==> src/rtl/seq_mult_acc.sv <==
// Sequential multiply-accumulate: product = a*b + addend + cin.
// Retires STEP multiplier bits per clock through one shared adder, with a start/busy/done handshake.
module seq_mult_acc #(
    parameter int WIDTH = 8,
    parameter int STEP  = 2
) (
    input  logic               clk,
    input  logic               rst,
    input  logic               start,
    input  logic [WIDTH-1:0]   a,
    input  logic [WIDTH-1:0]   b,
    input  logic [WIDTH-1:0]   addend,
    input  logic               cin,
    output logic               busy,
    output logic               done,
    output logic [2*WIDTH-1:0] product
);

    localparam int N  = WIDTH / STEP;
    localparam int CW = (N > 1) ? $clog2(N) : 1;

    localparam logic [1:0] IDLE = 2'd0;
    localparam logic [1:0] RUN  = 2'd1;
    localparam logic [1:0] DONE = 2'd2;

    generate
        if ((WIDTH % STEP) != 0 || WIDTH < 2 || !(STEP == 1 || STEP == 2 || STEP == 4)) begin : g_bad_params
            $error("seq_mult_acc: WIDTH must be a multiple of STEP (>= 2) and STEP must be 1, 2 or 4");
        end
    endgenerate

    logic [1:0]           state;
    logic [WIDTH-1:0]     a_r;
    logic [WIDTH-1:0]     b_r;
    logic [2*WIDTH-1:0]   acc;
    logic [CW-1:0]        count;

    logic [STEP-1:0]       digit;
    logic [WIDTH+STEP-1:0] partial;
    logic [2*WIDTH-1:0]    acc_next;
    logic                  last;

    // NOTE: every signal gets a value on every path through always_comb, so no latch can be inferred.
    always_comb begin
        digit    = b_r[int'(count)*STEP +: STEP];
        partial  = {{STEP{1'b0}}, a_r} * {{WIDTH{1'b0}}, digit};
        acc_next = acc + ((2*WIDTH)'(partial) << (int'(count)*STEP));
        last     = (count == CW'(N-1));
    end

    assign busy = (state == RUN);
    assign done = (state == DONE);

    // NOTE: state is updated with non-blocking assignments so every register samples pre-edge values.
    always_ff @(posedge clk or posedge rst) begin
        if (rst) begin
            state   <= IDLE;
            a_r     <= '0;
            b_r     <= '0;
            acc     <= '0;
            count   <= '0;
            product <= '0;
        end else begin
            case (state)
                IDLE, DONE: begin
                    // DONE accepts a new start directly, giving back-to-back operation without a bubble.
                    if (start) begin
                        a_r   <= a;
                        b_r   <= b;
                        acc   <= (2*WIDTH)'(addend) + (2*WIDTH)'(cin);
                        count <= '0;
                        state <= RUN;
                    end else begin
                        state <= IDLE;
                    end
                end
                RUN: begin
                    acc   <= acc_next;
                    count <= count + CW'(1);
                    if (last) begin
                        product <= acc_next;
                        state   <= DONE;
                    end
                end
                default: state <= IDLE;
            endcase
        end
    end

endmodule

==> config.mk <==
export PLATFORM = sky130hd
export DESIGN_NAME = seq_mult_acc
export DESIGN_NICKNAME = d
export VERILOG_FILES = /design/src/rtl/seq_mult_acc.sv
export SDC_FILE = /design/constraint.sdc
export NUM_CORES = 1
export LEC_CHECK = 0
export CAP_MARGIN = 5
export CORE_MARGIN = 2
export CORE_UTILIZATION = 45
export CTS_CLUSTER_DIAMETER = 100
export DETAILED_ROUTE_END_ITERATION = 7
export MAX_ROUTING_LAYER = met4
export PLACE_DENSITY = 0.75
export SLEW_MARGIN = 30
export SYNTH_ARGS = -nofsm -noshare
export SYNTH_HDL_FRONTEND = slang
export SYNTH_SLANG_ARGS = --single-unit
==> constraint.sdc <==
create_clock -name clk -period 5.4 [get_ports clk]
set_input_delay 1.62 -clock clk [delete_from_list [all_inputs] [get_ports clk]]
set_output_delay 1.62 -clock clk [all_outputs]
set_load 0.005 [all_outputs]
Word-level counts from Yosys, hierarchy flattened
Cells that the tools add are included.

Register bits after elaboration: 52. Latch bits: 0. Memory bits (writable): 0. Bits in read-only memories: 0. Output and inout bits: 18. Memories kept: 0.

Add/sub/neg operators: 3. Multiply operators: 1. Divide/modulo/power cells: 0. Magnitude comparators: 0. Equality and inequality tests: 5. Shift-type cells: 2. Multiplexer cells: 7. Bitwise gates (word level): 0. Reductions and logical operators: 6.

Operators with widths (number): $pmux 16 s2 (1); $add 16x16->16 (1); $mux 16 (1); $shl 10x3->16 (1); $mul 8x2->10 (1); $add 8x1->9 (1); $pmux 2 s2 (2); $shiftx 8x4->2 (1); $reduce_and 2->1 (3); $eq 2x2->1 const B (2); $mux 2 (2); $add 2x1->2 const B (1); $eq 2x1->1 const B (1); $logic_not 2->1 (1); $ne 2x1->1 const B (1); $ne 2x2->1 const B (1); $reduce_bool 2->1 (1); $reduce_or 2->1 (1); $mux 1 (1).

Logic depth before layout (Yosys ltp)
Gate-level depths: netlist of the first run.

Depth after elaboration: 5. Gate-level depth with buffers: 19.

Worst setup path after synthesis of the first run
No wires, ideal clock.

Kind: register to register. From: reg count[1]. To: reg acc[15]. Library setup time: 0.134 ns. Data arrival time: 4.192 ns. Data required time: 5.266 ns. Slack: 1.075 ns. Stages on the path, launching flop included: 20. Path buffers: 1. Path through: dfrtp_1 -> clkbuf_1 -> mux4_2 -> and2_1 -> ha_1 -> inv_1 -> fa_1 -> and2b_1 -> o31a_2 -> o21ai_0 -> nand2b_1 -> xnor2_1 -> o22ai_1 -> ha_1 -> and3_1 -> a221oi_1 -> o21ai_0 -> o21a_1 -> nor4bb_1 -> o31ai_1.

Longest elaborated chain between the ends: 5.

RTL lines: from (decl) (line 36) `logic [CW-1:0] count;`; from (signal assigned) (line 79) `count <= count + CW'(1);`; $shiftx 8x4->2 (line 45) `digit = b_r[int'(count)*STEP +: STEP];`; $mul 8x2->10 (line 46) `partial = {{STEP{1'b0}}, a_r} * {{WIDTH{1'b0}}, digit};`; $shl 10x3->16 (*) (line 47) `acc_next = acc + ((2*WIDTH)'(partial) << (int'(count)*STEP));`; $add 16x16->16 (*) (line 47); $pmux 16 s2 (*) (line 64) `case (state)`; to (signal assigned) (line 70) `acc <= (2*WIDTH)'(addend) + (2*WIDTH)'(cin);`; to (signal assigned) (line 78) `acc <= acc_next;`; to (decl) (line 35) `logic [2*WIDTH-1:0] acc;`.

Every way passes the cells marked *; elsewhere a longest branch is shown, timed or not. A chain may end at the register's enable or synchronous reset.

Worst setup path after layout of the first run
From: reg count[0]. To: reg product[12].

Longest elaborated chain between the ends: 4. Elaborated cells between the ends (all ways): 6. Those cells by class: add/sub (1); mul (1); eq/ne (1); shift (2); reduce/logical (1).

RTL lines: $shiftx 8x4->2 (line 45); $mul 8x2->10 (line 46); $shl 10x3->16 (line 47); $add 16x16->16 (line 47); to (signal assigned) (line 81) `product <= acc_next;`; to (decl) (line 16) `output logic [2*WIDTH-1:0] product`.

Several ways; a longest one is shown, not always the timed one.

==> flow_summary.ini, run 1 <==
[global_routing]
grt_start_max_net_pins = 53
use_met2_pct = 30.84
grt_use_met1_pct = 25.50
grt_util_met3_pct = 2.685
track_usage_pct = 19.25
grt-busiest-layer = met2
grt_antenna_before_repair = 0
grt_remaining_overflow = 0
grt_pass1_vias = 2772
grt_first_pass_wirelength_um = 13050

[placement]
io_buffers = 45
gpl.final_weighted_congestion = 0.9010
detailed_place.area_um2 = 4055
dp.final_hpwl_um = 5881
placement.setup.worst_slack_ns = 0.7688

[setup_path]
timing_worst_setup_path_type = reg2reg
critical_path_peak_fanout = 8
worstReg2RegStart = count[0]
ff2ff_setup_slack_ns = 0.76
setup.worst_path.start = count[0]
cp_data_required_time_ns = 5.56
timing.critical_path.to_type = flip-flop
crit_slowest_cell = sky130_fd_sc_hd__mux4_2
critPathArrivalTime_ns = 4.80
cp-start-kind = flip-flop
slowest_delay_ns = 0.60
timing.critical_path.cells = mux4_2 -> and2_1 -> ha_1 -> inv_1 -> fa_1 -> and2b_1 -> o31a_2 -> o21ai_0 -> nand2b_1 -> a21oi_1 -> a22oi_1 -> ha_1 -> a2111oi_0 -> a22oi_1 -> a41oi_1 -> xor2_1 -> o21ai_0

[yosys]
yosys.area.top_type = sky130_fd_sc_hd__dfrtp_1
synth-async-reset-ratio_pct = 100.0
synth-edff-count = 0
dominantRegCellSynth = sky130_fd_sc_hd__dfrtp_1
synth_top_family_by_area = compound AO/OA/AOI/OAI gates
post_synth_fa_ha_maj_area_fraction_pct = 10.40
mappedNetlistArea_um2 = 3513
syn-mean-instance-area_um2 = 9.344
synth-compound-area-share_pct = 20.19
ys_top_cells_by_area = sky130_fd_sc_hd__dfrtp_1 37%, sky130_fd_sc_hd__ha_1 9.3%, sky130_fd_sc_hd__mux2_2 6.1%
synth_simple_gate_area_share_pct = 14.89
synth_nets = 432
yosysSeqAreaShare_pct = 37.04
post_synth_inst_count = 376
yosys_register_bits = 52
synth_warnings = 0
synth_xor_area_share_pct = 5.734
post-synth-top-area-fraction_pct = 37.04
synth_mux_area_share_pct = 8.226
unique_cell_type_count_in_the_yosys_netlist = 54

[layout]
layout.cells.most_common = sky130_fd_sc_hd__dfrtp_1
layout.cell_area.non_filler_um2 = 4184
fillerInstances = 694
count_of_antenna_diodes_in_the_layout = 0
final_nets = 472
area.growth.synth_to_final_pct = 19.09
most_frequent_cells_in_the_layout = 52 x sky130_fd_sc_hd__dfrtp_1, 48 x sky130_fd_sc_hd__nand2_1, 45 x sky130_fd_sc_hd__clkdlybuf4s50_1
share_of_post_route_cells_with_drive_strength_above_1_pct = 8.894

[timing]
finalHoldWorstSlack_ns = 0.4861
final_period_minus_worst_setup_slack_ns = 4.640
clock-skew-final_ns = 0.008025
timing.setup.tns_ns = 0
finalMaxSlewViolations = 0
fmaxAchievable_mhz = 215.5
min_period_over_period_pct = 85.93
setup_viol_count_final = 0
tightest_slew_ns = 0.9179
hold_viol = 0
slew_headroom_pct = 38.58
rsz0062_at_grt = false
worst_slack_ns = 0.7596

[route]
drt_wl_total_um = 7704
vias = 2903
final_antenna_net_count = 0
via_per_inst = 5.604
detail_route.drc_violations = 0
avgRoutedWirePerCell_um = 14.87
drt_first_iter_violations = 109
drt-pass1-iter-count = 4

[floorplan]
placement_rows = 32
die_width_um = 92.36
number_of_placed_i_o_pins = 46
initial_utilization_pct = 45.94
coreArea_um2 = 7647
die_h_um = 92.36
die_area_um2 = 8530

[flow_run]
maxCapViolCount = 0

[cts]
cts_resized = 0
clkTransAtPathRegs_ns = 0.10
numClockSinks = 52
clock_latency_on_the_worst_skew_pair_ns = 0.31
hold_buffer_count_at_cts = 0
ctsHtreeMaxLevel = 2
cts-buffers-inserted = 5
cts_tree = built
clock_tree_root_buffer_cell = sky130_fd_sc_hd__clkbuf_8
post_cts_buffers = 0
cts_max_path_buffers = 2

[min_path]
min-delay-start = product[9]
worst_hold_path_type = reg2reg

[status]
outcome = completed
-- registers in the layout (all words and copies together), names as in the netlist --
name and flops:
a_r 8, acc 16, b_r 8, count 2, product 16, state 2
-- routing by layer --
metal | part of all wire (%) | up-vias
li1 | - | 1441
met1 | 48 | 1408
met2 | 48 | 42
met3 | 2.2 | 12
met4 | 1.9 | 0
met5 | 0 | -
-- kinds of logic (layout without fill, tap and decap cells) --
| family | count (synthesis) | in the layout |
|---|---|---|
| compound gates | 110 | 110 |
| simple gates | 108 | 108 |
| flops | 52 | 52 |
| buf+inv | 31 | 71 |
| fa+ha+maj | 28 | 28 |
| mux | 24 | 24 |
| xor+xnor | 23 | 23 |
-- synth_stat cells, types with 3 or more instances --
cell type	instances
sky130_fd_sc_hd__a211o_1	3
sky130_fd_sc_hd__a21o_1	9
sky130_fd_sc_hd__a21oi_1	20
sky130_fd_sc_hd__a31oi_1	4
sky130_fd_sc_hd__and2_1	12
sky130_fd_sc_hd__buf_2	3
sky130_fd_sc_hd__clkbuf_1	11
sky130_fd_sc_hd__dfrtp_1	52
sky130_fd_sc_hd__ha_1	26
sky130_fd_sc_hd__inv_1	15
sky130_fd_sc_hd__mux2_2	19
sky130_fd_sc_hd__mux2i_1	3
sky130_fd_sc_hd__nand2_1	48
sky130_fd_sc_hd__nand2b_1	3
sky130_fd_sc_hd__nand3_1	6
sky130_fd_sc_hd__nor2_1	15
sky130_fd_sc_hd__nor2b_1	5
sky130_fd_sc_hd__nor3_1	5
sky130_fd_sc_hd__o211ai_1	8
sky130_fd_sc_hd__o21a_1	6
sky130_fd_sc_hd__o21ai_0	33
sky130_fd_sc_hd__o31ai_1	4
sky130_fd_sc_hd__or3_1	4
sky130_fd_sc_hd__xnor2_1	11
sky130_fd_sc_hd__xor2_1	12
-- path summary, 6_finish.rpt --
| path | endpoint | cells past startpoint |
|---|---|---|
| setup / recovery | product[12] | 17 |
| hold / removal | product[9] | 2 |
| setup reg to reg | product[12] | 17 |
| hold reg to reg | product[9] | 2 |
| max in group asynchronous | product[9] | 2 |
| min in group asynchronous | b_r[3] | 2 |
-- per-stage QoR --
stage,util [%],instances
after floorplan,-,376
after global placement,52.99,511
after detailed placement,53.03,511
after CTS,54.71,518
after global routing,54.71,518
final,54.71,518
-- critical path: cells and delay by family, from the launching register on --
kind / cells / cell delay [ns]
AOI/OAI and AO/OA: 8 / 1.94
xor gates and xnor gates: 1 / 0.20
adders and majority gates: 3 / 0.75
buffers and inverters: 1 / 0.07
DFF: 1 / 0.42
muxes: 1 / 0.60
and+or+nand+nor: 3 / 0.50
-- final cells by class --
class | count | area, um2 | area share [%]
flip-flops and latches | 52 | 1301 | 31.10
repair buffers | 48 | 473.0 | 11.30
multi-input cells | 293 | 2091 | 49.97
well taps | 102 | 127.6 | 3.050
clock inverters | 2 | 60.06 | 1.435
clock buffers | 5 | 68.82 | 1.645
inverters | 16 | 62.56 | 1.495
Power of run 1 is left out: the tool's default activity adds up to more than one toggle a clock period on the data nets, which glitch-free logic cannot reach.
==> run 2, diff against run 1 <==
--- a/config.mk
+++ b/config.mk
@@ -11,7 +11,7 @@
 export CTS_CLUSTER_DIAMETER = 100
 export DETAILED_ROUTE_END_ITERATION = 7
 export MAX_ROUTING_LAYER = met4
-export PLACE_DENSITY = 0.75
+export PLACE_DENSITY = 0.67
 export SLEW_MARGIN = 30
 export SYNTH_ARGS = -nofsm -noshare
 export SYNTH_HDL_FRONTEND = slang
==> flow_summary.ini, run 2 (synthesis results as in run 1) <==
[placement]
io_buffers = 45
dp.final_hpwl_um = 6071
dpl.cell_count = 512
gpl.final_weighted_congestion = 0.9480

[setup_path]
critPathArrivalTime_ns = 4.82
cp_data_required_time_ns = 5.56
slowest_delay_ns = 0.60
critical_path_peak_fanout = 8
timing.critical_path.to_type = flip-flop
setup.worst_path.start = count[0]
cp-start-kind = flip-flop
r2r.worst_path.cells = 18
crit_slowest_cell = sky130_fd_sc_hd__mux4_2
worstReg2RegStart = count[0]
timing.critical_path.cells = mux4_2 -> and2_1 -> ha_1 -> inv_1 -> fa_1 -> and2b_1 -> o31a_2 -> o21ai_0 -> nand2b_1 -> xnor2_1 -> o22ai_1 -> ha_1 -> and3_1 -> a221oi_1 -> o21ai_0 -> o21a_1 -> nor4bb_1 -> o31ai_1
worst_r2r_endpoint = product[15]
timing_worst_setup_path_type = reg2reg
ff2ff_setup_slack_ns = 0.74

[layout]
layout.cells.most_common = sky130_fd_sc_hd__dfrtp_1
area.growth.synth_to_final_pct = 18.73
share_of_post_route_cells_with_drive_strength_above_1_pct = 9.091
final_cell_count_no_fill = 520
most_frequent_cells_in_the_layout = 52 x sky130_fd_sc_hd__dfrtp_1, 48 x sky130_fd_sc_hd__nand2_1, 45 x sky130_fd_sc_hd__clkdlybuf4s50_1
largest_registers = acc x16, product x16
count_of_antenna_diodes_in_the_layout = 0
final_nets = 473

[floorplan]
die_width_um = 92.36
placement_rows = 32
die_area_um2 = 8530
coreArea_um2 = 7647
number_of_placed_i_o_pins = 46
initial_utilization_pct = 45.94
die_h_um = 92.36

[cts]
clkTransAtPathRegs_ns = 0.10
post_cts_buffers = 0
ctsHtreeMaxLevel = 2
clock_tree_root_buffer_cell = sky130_fd_sc_hd__clkbuf_8
hold_buffer_count_at_cts = 0
clock_latency_on_the_worst_skew_pair_ns = 0.31
cts_tree = built
cts-buffers-inserted = 5
cts_resized = 0
numClockSinks = 52
cts_max_path_buffers = 2

[timing]
clock-skew-final_ns = 0.006856
tightest_slew_ns = 0.9891
min_period_over_period_pct = 86.37
final_period_minus_worst_setup_slack_ns = 4.664
slew_headroom_pct = 33.81
hold_viol = 0
fmaxAchievable_mhz = 214.4
finalMaxSlewViolations = 0
rsz0062_at_grt = false
timing.setup.tns_ns = 0
setup_viol_count_final = 0

[flow_run]
maxCapViolCount = 0

[global_routing]
grt_pass1_vias = 2833
grt_remaining_overflow = 0
grt_first_pass_wirelength_um = 13700
grt_start_max_net_pins = 34
track_usage_pct = 20.28
grt_antenna_before_repair = 0

[route]
avgRoutedWirePerCell_um = 15.15
drt-pass1-iter-count = 4
drt_wl_total_um = 7879
detail_route.drc_violations = 0
vias = 2888
final_antenna_net_count = 0
via_per_inst = 5.554
drt_first_iter_violations = 135

[min_path]
hold_path_depth = 2
worstHoldEndpoint = product[8]
worst_hold_path_type = reg2reg
min-delay-start = product[8]

[status]
outcome = completed
==> run 2: cell count changes in the layout (fill, tap and decap cells not counted), sizes merged <==
| cell | change |
|---|---|
| clkbuf | +1 |
| buf | +1 |
| inv | +1 |
| bufinv | -1 |
==> run 2: per-stage QoR <==
step / cell area, um2 / utilization [%] / setup WS (ns) / hold slack [ns]
2_1_floorplan: 3513 / - / 1.075 / 0.4563
5_1_grt: 4172 / 54.55 / 0.3113 / 0.5138
4_1_cts: 4172 / 54.55 / 0.7078 / 0.4913
6_report: 4172 / 54.55 / 0.7359 / 0.4836
3_5_place_dp: 4060 / 53.09 / 0.7469 / 0.4672
3_3_place_gp: 4060 / 53.09 / 0.9073 / 0.4519
==> run 2: critical path, delay by kind of cell (launching register included) <==
family	cells	cell delay [ns]
xor+xnor	1	0.19
fa+ha+maj	3	0.75
buf+inv	1	0.07
simple gates	5	1.15
mux	1	0.60
flops	1	0.42
compound gates	7	1.33
==> run 2: per-layer routing <==
layer / global-route usage, % / part of all wire, % / wire [um]
met1: 27.28 / 47 / 3696
met5: - / 0 / 0
met3: 2.766 / 3.3 / 260
met4: 4.851 / 1.2 / 98
met2: 32.79 / 49 / 3823
==> run 2: worst max-delay path by stage <==
stage,depth (start not counted),slack (ns),end
after floorplan,19,1.07,acc[15]
after global placement,17,0.91,product[12]
after detailed placement,18,0.75,product[15]
after CTS,18,0.71,product[15]
after global routing,17,0.31,product[12]
final,18,0.74,product[15]
==> run 2: layout make-up <==
cell class / count / area (um2)
Clock inverter: 2 / 38.79
Timing Repair Buffer: 49 / 480.5
Inverter: 16 / 60.06
Clock buffer: 6 / 72.57
Fill cell: 704 / 3476
Tap cell: 102 / 127.6
Sequential cell: 52 / 1301
Multi-Input combinational cell: 293 / 2091
Power of run 2 is left out for the same reason.
